--- src/rtl/mux_sel_arbiter.sv ---
// Round-robin arbiter driving the select of a shared 8:1 mux.
// Registered one-hot grant, bounded tenure, one dead cycle per handover.
module mux_sel_arbiter #(
  parameter int MAX_HOLD = 16,
  parameter int CNT_W    = 8
) (
  input  logic       clk,
  input  logic       rst,
  input  logic [7:0] req,
  output logic [7:0] gnt,
  output logic [2:0] sel,
  output logic       valid,
  output logic       expired
);

  typedef enum logic {
    IDLE,
    GRANT
  } state_t;

  localparam logic [CNT_W-1:0] HOLD_MAX = CNT_W'(MAX_HOLD);

  state_t           r_state, w_state_nxt;
  logic [CNT_W-1:0] r_hold, w_hold_nxt;
  logic [2:0]       r_last, w_last_nxt;
  logic [2:0]       r_sel, w_sel_nxt;
  logic [7:0]       r_gnt, w_gnt_nxt;
  logic             r_exp, w_exp_nxt;

  logic [2:0]       w_win;
  logic             w_own;
  logic             w_others;
  logic             w_full;

  // First set bit scanning circularly from last+1; last itself is checked last.
  function automatic logic [2:0] f_pick(
    input logic [7:0] r,
    input logic [2:0] last
  );
    logic [2:0] idx;
    logic       found;
    f_pick = 3'd0;
    found  = 1'b0;
    for (int k = 1; k <= 8; k++) begin
      idx = last + 3'(k);
      if (!found && r[idx]) begin
        found  = 1'b1;
        f_pick = idx;
      end
    end
  endfunction

  assign w_win    = f_pick(req, r_last);
  assign w_own    = |(req & r_gnt);
  assign w_others = |(req & ~r_gnt);
  assign w_full   = (r_hold == HOLD_MAX);

  always_comb begin
    w_state_nxt = r_state;
    w_hold_nxt  = r_hold;
    w_last_nxt  = r_last;
    w_sel_nxt   = r_sel;
    w_gnt_nxt   = r_gnt;
    w_exp_nxt   = 1'b0;
    unique case (r_state)
      IDLE: begin
        if (|req) begin
          w_gnt_nxt   = 8'b1 << w_win;
          w_sel_nxt   = w_win;
          w_hold_nxt  = CNT_W'(1);
          w_state_nxt = GRANT;
        end
      end
      GRANT: begin
        if (!w_own || (w_full && w_others)) begin
          w_gnt_nxt   = 8'h00;
          w_last_nxt  = r_sel;
          w_hold_nxt  = '0;
          w_state_nxt = IDLE;
          w_exp_nxt   = w_own;
        end else if (!w_full) begin
          w_hold_nxt  = r_hold + CNT_W'(1);
        end
      end
      default: w_state_nxt = IDLE;
    endcase
  end

  always_ff @(posedge clk) begin
    if (rst) begin
      r_state <= IDLE;
      r_hold  <= '0;
      r_last  <= 3'd7;
      r_sel   <= 3'd0;
      r_gnt   <= 8'h00;
      r_exp   <= 1'b0;
    end else begin
      r_state <= w_state_nxt;
      r_hold  <= w_hold_nxt;
      r_last  <= w_last_nxt;
      r_sel   <= w_sel_nxt;
      r_gnt   <= w_gnt_nxt;
      r_exp   <= w_exp_nxt;
    end
  end

  assign gnt     = r_gnt;
  assign sel     = r_sel;
  assign valid   = |r_gnt;
  assign expired = r_exp;

endmodule

--- config.mk ---
export PLATFORM = sky130hd
export DESIGN_NAME = mux_sel_arbiter
export DESIGN_NICKNAME = d
export VERILOG_FILES = /design/src/rtl/mux_sel_arbiter.sv
export SDC_FILE = /design/constraint.sdc
export NUM_CORES = 1
export LEC_CHECK = 0
export CAP_MARGIN = 20
export CORE_ASPECT_RATIO = 0.8
export CORE_MARGIN = 2
export CORE_UTILIZATION = 23
export DETAILED_ROUTE_END_ITERATION = 10
export PLACE_DENSITY = 0.5
export SETUP_SLACK_MARGIN = 0.02
export SLEW_MARGIN = 5
export SYNTH_ARGS = -nofsm -noshare
export SYNTH_HDL_FRONTEND = slang
export SYNTH_SLANG_ARGS = --single-unit
--- constraint.sdc ---
create_clock -name clk -period 4.1 [get_ports clk]
set_input_delay 0.82 -clock clk [delete_from_list [all_inputs] [get_ports clk]]
set_output_delay 0.82 -clock clk [all_outputs]
set_load 0.03 [all_outputs]
Yosys cells after proc, flatten, opt, wreduce, memory -nomap -nowiden
Cells that the tools add are included.

Bits in registers: 24. Latch bits: 0. RAM bits: 0. Memory bits (read-only): 0. Input port bits: 10. Output and inout port bits: 13. Logic and storage cells: 99. Memories: 0.

$add $sub $neg: 8. Multipliers: 0. Div/mod/pow operators: 0. Order comparisons: 8. Eq/ne operators: 4. Shift-type cells: 1. Muxes and demuxes: 41. Bitwise operators: 5. Reduce and logical (&&, ||, !) cells: 26.

Operator list (number): $mux W8 (5); $lt A3 B4 Y1 const B (8); $pmux W8 S2 (2); $reduce_or A8 Y1 (4); $bmux W1 S3 (8); $mux W3 (8); $mux W1 (17); $and A8 B8 Y8 (2); $add A3 B3 Y3 const B (4); $add A8 B1 Y8 const B (1); $eq A8 B5 Y1 const B (1); $logic_and A1 B1 Y1 (8); $logic_not A1 Y1 (8); $not A8 Y8 (1); $reduce_and A2 Y1 (4); $shl A1 B3 Y8 const A (1); $add A3 B2 Y3 const B (2); $add A3 B1 Y3 const B (1); $ne A3 B2 Y1 const B (1); $reduce_or A3 Y1 (1); $ne A2 B1 Y1 const B (1); $ne A2 B2 Y1 const B (1); $not A1 Y1 (2); $pmux W1 S2 (1); $logic_or A1 B1 Y1 (1).

Depth between registers and ports, before layout
Gate-level depths: netlist of run 1.

Word-level depth: 28. Mapped depth: 13. Mapped depth without buffers: 9.

Worst setup path after synthesis of run 1
OpenSTA, ideal clock, no wires.

Kind: reg2reg. Start point: register r_last[1]. End point: register r_gnt[0] (netlist: gnt[0]). Setup time: 92 ps. Data arrival time: 2943 ps. Required time: 4008 ps. Setup slack: 1064 ps. Cell stages (with the launch flop): 14. Buffers on the path: 4. Clock period less this slack: 3036 ps. Path through: dfxtp_1 > buf_2 > buf_2 > inv_1 > ha_1 > buf_6 > buf_6 > mux2_2 > nor3_1 > nor2_1 > a311o_1 > o21bai_1 > o32a_1 > o32ai_1.

Longest elaborated chain between the ends: 28. Elaborated cells on any way between the ends: 55.

Ends and longest elaborated chain: start: declaration (RTL line 25) `logic [2:0] r_last, w_last_nxt;`; start signal: assignment (RTL line 100) `r_last <= w_last_nxt;`; $add A3 B1 Y3 (RTL line 45) `idx = last + 3'(k);`; $bmux W1 S3 (RTL line 46) `if (!found && r[idx]) begin`; $mux W1 (implied by the code) (RTL line 46); $mux W1 (RTL line 46); $logic_not A1 Y1 (RTL line 46); $logic_and A1 B1 Y1 (RTL line 46); $mux W1 (RTL line 46); $logic_not A1 Y1 (RTL line 46); (+12 left out); $logic_and A1 B1 Y1 (RTL line 46); $mux W1 (RTL line 46); $logic_not A1 Y1 (RTL line 46); $logic_and A1 B1 Y1 (RTL line 46); $mux W3 (*) (RTL line 46); $shl A1 B3 Y8 (*) (RTL line 68) `w_gnt_nxt = 8'b1 << w_win;`; $mux W8 (*) (RTL line 67) `if (|req) begin`; $pmux W8 S2 (*) (RTL line 65) `unique case (r_state)`; end signal: assignment (RTL line 102) `r_gnt <= w_gnt_nxt;`; end: declaration (RTL line 27) `logic [7:0] r_gnt, w_gnt_nxt;`.

Every way passes the cells marked *; elsewhere a longest branch is shown, timed or not. The select of a mux whose other input is x is not followed. A chain may end at the register's enable or synchronous reset.

Final worst setup path of run 1
Start point: input port req[3]. End point: register r_gnt[7] (netlist: gnt[7]).

Longest elaborated chain between the ends: 27. Elaborated cells on any way between the ends: 59.

Ends and longest elaborated chain: start: declaration (RTL line 9) `input logic [7:0] req,`; $bmux W1 S3 (RTL line 46); $mux W1 (implied by the code) (RTL line 46); $mux W1 (RTL line 46); $logic_not A1 Y1 (RTL line 46); $logic_and A1 B1 Y1 (RTL line 46); $mux W1 (RTL line 46); $logic_not A1 Y1 (RTL line 46); $logic_and A1 B1 Y1 (RTL line 46); (+11 left out); $logic_and A1 B1 Y1 (RTL line 46); $mux W1 (RTL line 46); $logic_not A1 Y1 (RTL line 46); $logic_and A1 B1 Y1 (RTL line 46); $mux W3 (RTL line 46); $shl A1 B3 Y8 (RTL line 68); $mux W8 (RTL line 67); $pmux W8 S2 (RTL line 65).

Several ways; a longest one is shown, not always the timed one. The select of a mux whose other input is x is not followed.

==> results of run 1 <==
==> cell families (layout without fill, tap and decap cells) <==
kind of cell	Yosys count	after routing
adders and majority gates	4	4
AOI/OAI and AO/OA	70	70
buffers and inverters	35	44
and+or+nand+nor	88	88
xor gates and xnor gates	11	11
DFF	24	24
muxes	30	30
==> synth_stat cells (all sizes together), types with 7 or more instances <==
library cell	number
dfxtp	24
nand2	23
nor2	22
o21ai	16
inv	14
buf	12
mux2i	12
mux4	10
clkbuf	9
nor2b	9
a21oi	8
mux2	8
nor3	8
a22oi	7
xor2	7
==> state kept, by name, indices dropped and copies added (netlist names) <==
name	count
expired	1
gnt	8
r_last	3
r_state	1
r_hold	8
sel	3
==> power by group through the flow <==
| stage | clock (W) | combinational (W) | sequential, W |
|---|---|---|---|
| finish | 0.000278 | 0.00169 | 0.000377 |
| global route | 0.000293 | 0.00184 | 0.000390 |
| CTS | 0.000282 | 0.00167 | 0.000380 |
| detailed placement | 0 | 0.00166 | 0.000383 |
| global placement | 0 | 0.00168 | 0.000383 |
| floorplan | 0 | 0.00126 | 0.000405 |
==> final cells by class <==
type	instances	area [um^2]
tap	115	144
clock inverter	1	30.0
timing repair buffer	26	250
fill	963	6560
inverter	14	52.6
sequential	24	480
multi-input combinational	203	1530
clock buffer	3	75.1
==> per-layer routing <==
metal | vias up | routed length [um] | part of all wire | global-route usage
met2 | 77 | 2660 | 0.44 | 0.184
met1 | 956 | 2910 | 0.48 | 0.171
met5 | - | 0 | 0 | 0
met4 | 0 | 58 | 0.0096 | 0.0193
met3 | 6 | 435 | 0.072 | 0.0320
li1 | 992 | - | - | -
==> per-stage QoR <==
stage,std cells,cell area [um^2],worst slack [ns]
floorplan,262,2180,1.06
finish,386,2560,0.674
detailed placement,382,2450,0.456
CTS,386,2560,0.725
global route,386,2560,0.550
global placement,382,2450,0.458
==> how the worst max path moves through the flow <==
stage                                start             endpoint  slack, ns  cells past startpoint
global placement                    req[7]  gnt[7]$_SDFFE_PP0P_       0.46                      7
global route                        req[3]  gnt[7]$_SDFFE_PP0P_       0.55                      7
detailed placement                  req[7]  gnt[7]$_SDFFE_PP0P_       0.46                      7
finish                              req[3]  gnt[7]$_SDFFE_PP0P_       0.67                      7
floorplan           r_last[1]$_SDFFE_PP1P_  gnt[0]$_SDFFE_PP0P_       1.06                     13
CTS                                 req[7]  gnt[7]$_SDFFE_PP0P_       0.72                      7
==> critical path: stages <==
cell and delay, ns:
clkdlybuf4s50_1 0.60, mux4_2 0.62, o22ai_1 0.29, nand3_1 0.24, o311a_1 0.44, or2_1 0.31
o32ai_1 0.28
==> reports/summary.md, run 1 <==
The flow ran to the end, and the final reports show no timing, DRC or antenna violations. For the first-pass GRT wire length, the log shows 10.1 mm. In this run the power density over the cells is 916 mW/mm^2.

The first routing iteration left 123 violations. The class of the most critical setup path was input port to flop. Critical path capture point type: a flop.

Setup repair after global routing left no endpoint under its margin. Entering global routing, the biggest net connects 27 pins. The final total negative setup slack is 0 ns, and the share of cells above drive strength 1 is 0.118. Startpoint of the lowest-slack register-to-register path: r_last[0]$_SDFFE_PP1P_. Yosys attributes the largest share of cell area to dfxtp_1, mux4_2, mux2i_1. The die span in y was 91.0 um; the count of cell types in the netlist was 55.

At the end of the flow, the number of nets in the layout was 286. The reported max-cap violation count is 0. TritonCTS built the clock tree.

The count of buffers added by post-CTS timing repair for setup is 0, and the number of H-tree branching levels is 1. The number of enable flip-flop cells after synthesis is 0. By area, the combinational part of the netlist is dominated by compound AO/OA/AOI/OAI gates. For the finished layout, the period the worst path requires is 3.43 ns. The run gives 0 as the number of diodes. The longest clock path from root to sink contains 2 buffers. The tools report the total wire length as 6.07 mm. The final hold violation count is 0, and the total net switching power is 0.00114 W. The worst flop-to-flop path endpoint was gnt[6]$_SDFFE_PP0P_. The endpoint arrival time on the critical path came out at 3.59 ns. The internal power of the cells totals 0.00121 W.

The xor and xnor fraction of the mapped netlist area was 0.0512. The worst hold slack was 0.476 ns. The final period utilization works out to 0.836.

Most common library cell in the layout ignoring fill and taps: dfxtp_1. Dividing the detail-routed via count by the number of cells gives 5.26. Clock latency on the worst-skew pair, taken at its later pin, is 0.26 ns. For this block, the via count after detailed routing is 2031. Largest fanout on the critical path: 10.

The run gives 3 as the TritonCTS buffer count. The logs give 0 for the number of antenna violations at the first check in global routing and 0 for the total setup violations reported at the end of the flow. The fraction of registers with async set/reset is 0.

For this run, the top clock speed supported by timing is 0.292 GHz. For hold timing, the worst endpoint is sel[0]$_SDFFE_PP0P_. The total track usage was 0.120; the switching portion of total power was 0.486. The remaining routing DRC violations came out at 0. The die extent in x is 113 um, and the last weighted congestion value of the routability-driven placer is 0.876. The run gives 0.239 as the starting density of the core. Dividing the detail-routed wire length by the instance count gives 15.7 um. The average size of a mapped cell is 8.30 um^2. The startpoint of the most critical hold path is sel[0]$_SDFFE_PP0P_. The logs give 0.281 for the core occupancy in the finished layout and 0.915 nW for the leakage dissipation. The design draws 0.00235 W. Once detail routing completed, the nets flagged for antenna violations numbered 0. The logs give 0 for the number of warning messages in the yosys log and 31 for the standard-cell row count. STA puts the critical path data required time at 4.27 ns. Compared with the post-synthesis result, the final layout area differs by 17.7%. For the relative max-transition margin, the log shows 0.608. Number of clock sinks seen by CTS: 24. For the part of the power in registers, the log shows 0.161. Synthesis produced 262 cells. The die covers 0.0103 mm^2. The floorplan step defined a core boundary enclosing 0.00911 mm^2.

The worst hold-check path type is flop to flop. The share of synthesized area spent on multiplexers was 0.202. In this run, synthesis produced a sequential element count of 24.

The library cells used most frequently in the layout, excluding fill and tap cells, are dfxtp_1, nand2_1, nor2_1, clkdlybuf4s50_1, inv_1. At the pin with the least slew margin, the transition time is 0.584 ns. The clock-pin slew reported for the worst setup and hold paths after clock tree synthesis works out to 0.07 ns. Nature of the critical path startpoint: an input port. The most used flip-flop cell after synthesis is dfxtp_1. Across the VDD grid, the largest voltage drop is 0.502 mV. The number of hold buffers added after CTS was 0. The compound-cell area share of the yosys netlist was 0.227. The largest area contributor in the synthesized netlist is dfxtp_1. The number of cells on the worst reg-to-reg path is 9. The first detailed-routing pass took 4 iterations. The via count of the first global-routing pass is 1945. The area fraction in and, or, nand and nor cells after synthesis came out at 0.199. The final max-slew violation count was 0. The area share of the leading cell type in the synthesized netlist was 0.221; the worst hold path stage count was 2.

The count of buffers added on input and output ports is 22. Clock network power share: 0.118. The logs give 276 for the total nets after synthesis and 4.70 mm for the HPWL after detailed placement.

The clock arrives with 0.00611 ns of skew. The run gives 0.221 as the part of the Yosys area used for sequential elements. The cell area after technology mapping came out at 0.00218 mm^2.

The adder-cell area share of the yosys netlist was 0.0230. The cell sitting at the root of the clock tree is a clkbuf_16. The logic gate share of total power is 0.721.

The total overflow reported by the global router was 0; the internal reg-to-reg setup slack was 0.81 ns. The tools report the quantity of gates resized following cts as 0. Top-level port count: 23.
(Power assumes the default switching activity.)
==> run 2, diff against run 1 <==
==> constraint.sdc (replaced) <==
create_clock -name clk -period 3.34 [get_ports clk]
set_input_delay 0.668 -clock clk [delete_from_list [all_inputs] [get_ports clk]]
set_output_delay 0.668 -clock clk [all_outputs]
set_load 0.03 [all_outputs]
==> reports/summary.md, run 2 (synthesis gave the netlist of run 1 again) <==
The flow ran to the end, and the final reports show no timing, DRC or antenna violations. Max-cap violations in this run came to 0. The die area was 0.0103 mm^2. Summed over all nets, the half-perimeter wirelength after detailed placement is 4.82 mm. After routing, the total negative slack on setup checks comes to 0 ns. Largest fanout on the critical path: 10. VDD sags by at most 0.687 mV. After the first detailed-routing iteration, the DRC count stood at 123.

The actual transition at the worst max-transition pin is 0.560 ns. The share of cells above drive strength 1 came out at 0.176. The total core area was 0.00911 mm^2.

The fraction of met2 tracks used by global routing is 0.188, and the quantity of I/O buffers inserted on ports is 22. For this design, the sink count on the clock tree is 24. The last weighted congestion value of the routability-driven placer is 0.863, and the count of placed standard cells including taps is 401.

Global routing usage on met3: 0.0207. The library cells used most frequently in the layout, excluding fill and tap cells, are dfxtp_1, nand2_1, buf_4. The final period demand of the worst path was 3.20 ns; the signed area change from the synthesized netlist to the final layout was 24.2%. After detailed routing, the total wire length is 6.20 mm. Final hold violation count: 0. For the total of hold buffers inserted after clock tree synthesis, the log shows 0.

From bottom edge to top edge, the die measures 91.0 um. The via count of the first global-routing pass is 1980, and the later-pin clock latency in the skew report is 0.26 ns. The via count is 2072.

23 I/O pins were placed. Number of H-tree branching levels: 1. In the routed design, unresolved DRC markers number 0. The first global-routing pass estimated 10.2 mm of wire. The tools report the met1 layer usage reported by global route as 0.177. The longest clock path from root to sink contains 2 buffers.

Nature of the critical path startpoint: an input port. The run gives 0.121 as the total track usage. The total overflow left after global routing is 0.

The setup clock skew after layout is 0.00221 ns, and the power density over the cells is 1130 mW/mm^2. Setup repair after global routing left no endpoint under its margin. The required time of the worst setup path was 3.50 ns. Gates resized during post-CTS repair numbered 0.

For the starting density of the core, the log shows 0.239. Based on the critical path, the design can be clocked at up to 0.312 GHz. For the worst setup path, the data arrival time is 3.36 ns. After detailed routing, the number of vias per cell comes to 5.12. Clock-pin slew was measured on the worst setup and hold paths at 0.06 ns. Entering global routing, the biggest net connects 27 pins.

TritonCTS built the clock tree. Most common library cell in the layout ignoring fill and taps: dfxtp_1. The tightest min-delay check is of the flop to flop type. The number of antenna violations at the first check in global routing is 0, and the standard-cell row count is 31. The tools report the count of buffers added by post-CTS timing repair for setup as 0. Most heavily used metal layer in global routing: met2. The number of antenna diodes in the final layout is 0. The class of the most critical setup path was input port to flop. The number of nets at the end of the flow was 305. Summed over all cells, the static leakage comes to 1.01 nW. The die extent in x came out at 113 um. The run gives 0.624 as the relative max-transition margin. Total setup violations reported at the end of the flow: 0. STA classifies the critical path endpoint as a flop. The finished layout holds 405 standard cells, fillers aside. The detail route stage leaves a number of antenna-violating nets equal to 0. Dividing the detail-routed wire length by the instance count gives 15.3 um. The final period utilization was 0.958. The cell sitting at the root of the clock tree is a clkbuf_16.

The logs give 4 for the number of iterations in the first detailed-routing pass and 3 for the TritonCTS buffer count. The final max-slew violation count was 0.
-- run 2: cell types whose count changed in the layout (fill, tap and decap cells not counted), sizes merged --
| cell | before | now |
|---|---|---|
| buf | 4 | 23 |
-- run 2: layer usage --
metal  vias up  share of wire
met5         -              0
met4         0          0.012
met3         6          0.040
met2        46           0.44
met1       993           0.50
li1       1027              -
-- run 2: where the power goes --
group | switching [W] | leakage [nW] | total (W) | internal (W)
Sequential | 0.000100 | 0.196 | 0.000460 | 0.000360
Clock | 0.000106 | 0.0511 | 0.000344 | 0.000238
Combinational | 0.00123 | 0.760 | 0.00225 | 0.00102
-- run 2: final cells by class --
cell class | count | area (um^2)
inverter | 14 | 52.6
sequential | 24 | 480
tap | 115 | 144
clock inverter | 1 | 30.0
multi-input combinational | 203 | 1530
timing repair buffer | 45 | 393
fill | 956 | 6410
clock buffer | 3 | 75.1
-- run 2: final timing paths --
check,start,to,slack (ns),cells past startpoint
worst max-delay path,req[4],gnt[7]$_SDFFE_PP0P_,0.14,7
worst min register to register,sel[0]$_SDFFE_PP0P_,sel[0]$_SDFFE_PP0P_,0.49,2
worst max register to register,r_last[1]$_SDFFE_PP1P_,gnt[7]$_SDFFE_PP0P_,0.23,10
worst min-delay path,sel[0]$_SDFFE_PP0P_,sel[0]$_SDFFE_PP0P_,0.49,2
-- run 2: worst max-delay path, cell delays in order --
cell             delay [ns]
clkdlybuf4s50_1        0.58
mux4_2                 0.59
o22ai_1                0.30
nand3_1                0.19
o311a_1                0.41
or2_1                  0.32
o32ai_1                0.30
-- run 2: stage by stage --
step	worst slack, ns	instance area, um^2	hold slack (ns)	power (W)	utilization
floorplan	0.304	2180	0.480	0.00204	-
global placement	-0.117	2600	0.489	0.00269	0.285
detailed placement	-0.0546	2600	0.490	0.00267	0.285
CTS	0.194	2700	0.498	0.00303	0.297
global route	0.0308	2700	0.523	0.00325	0.297
finish	0.140	2700	0.489	0.00305	0.297
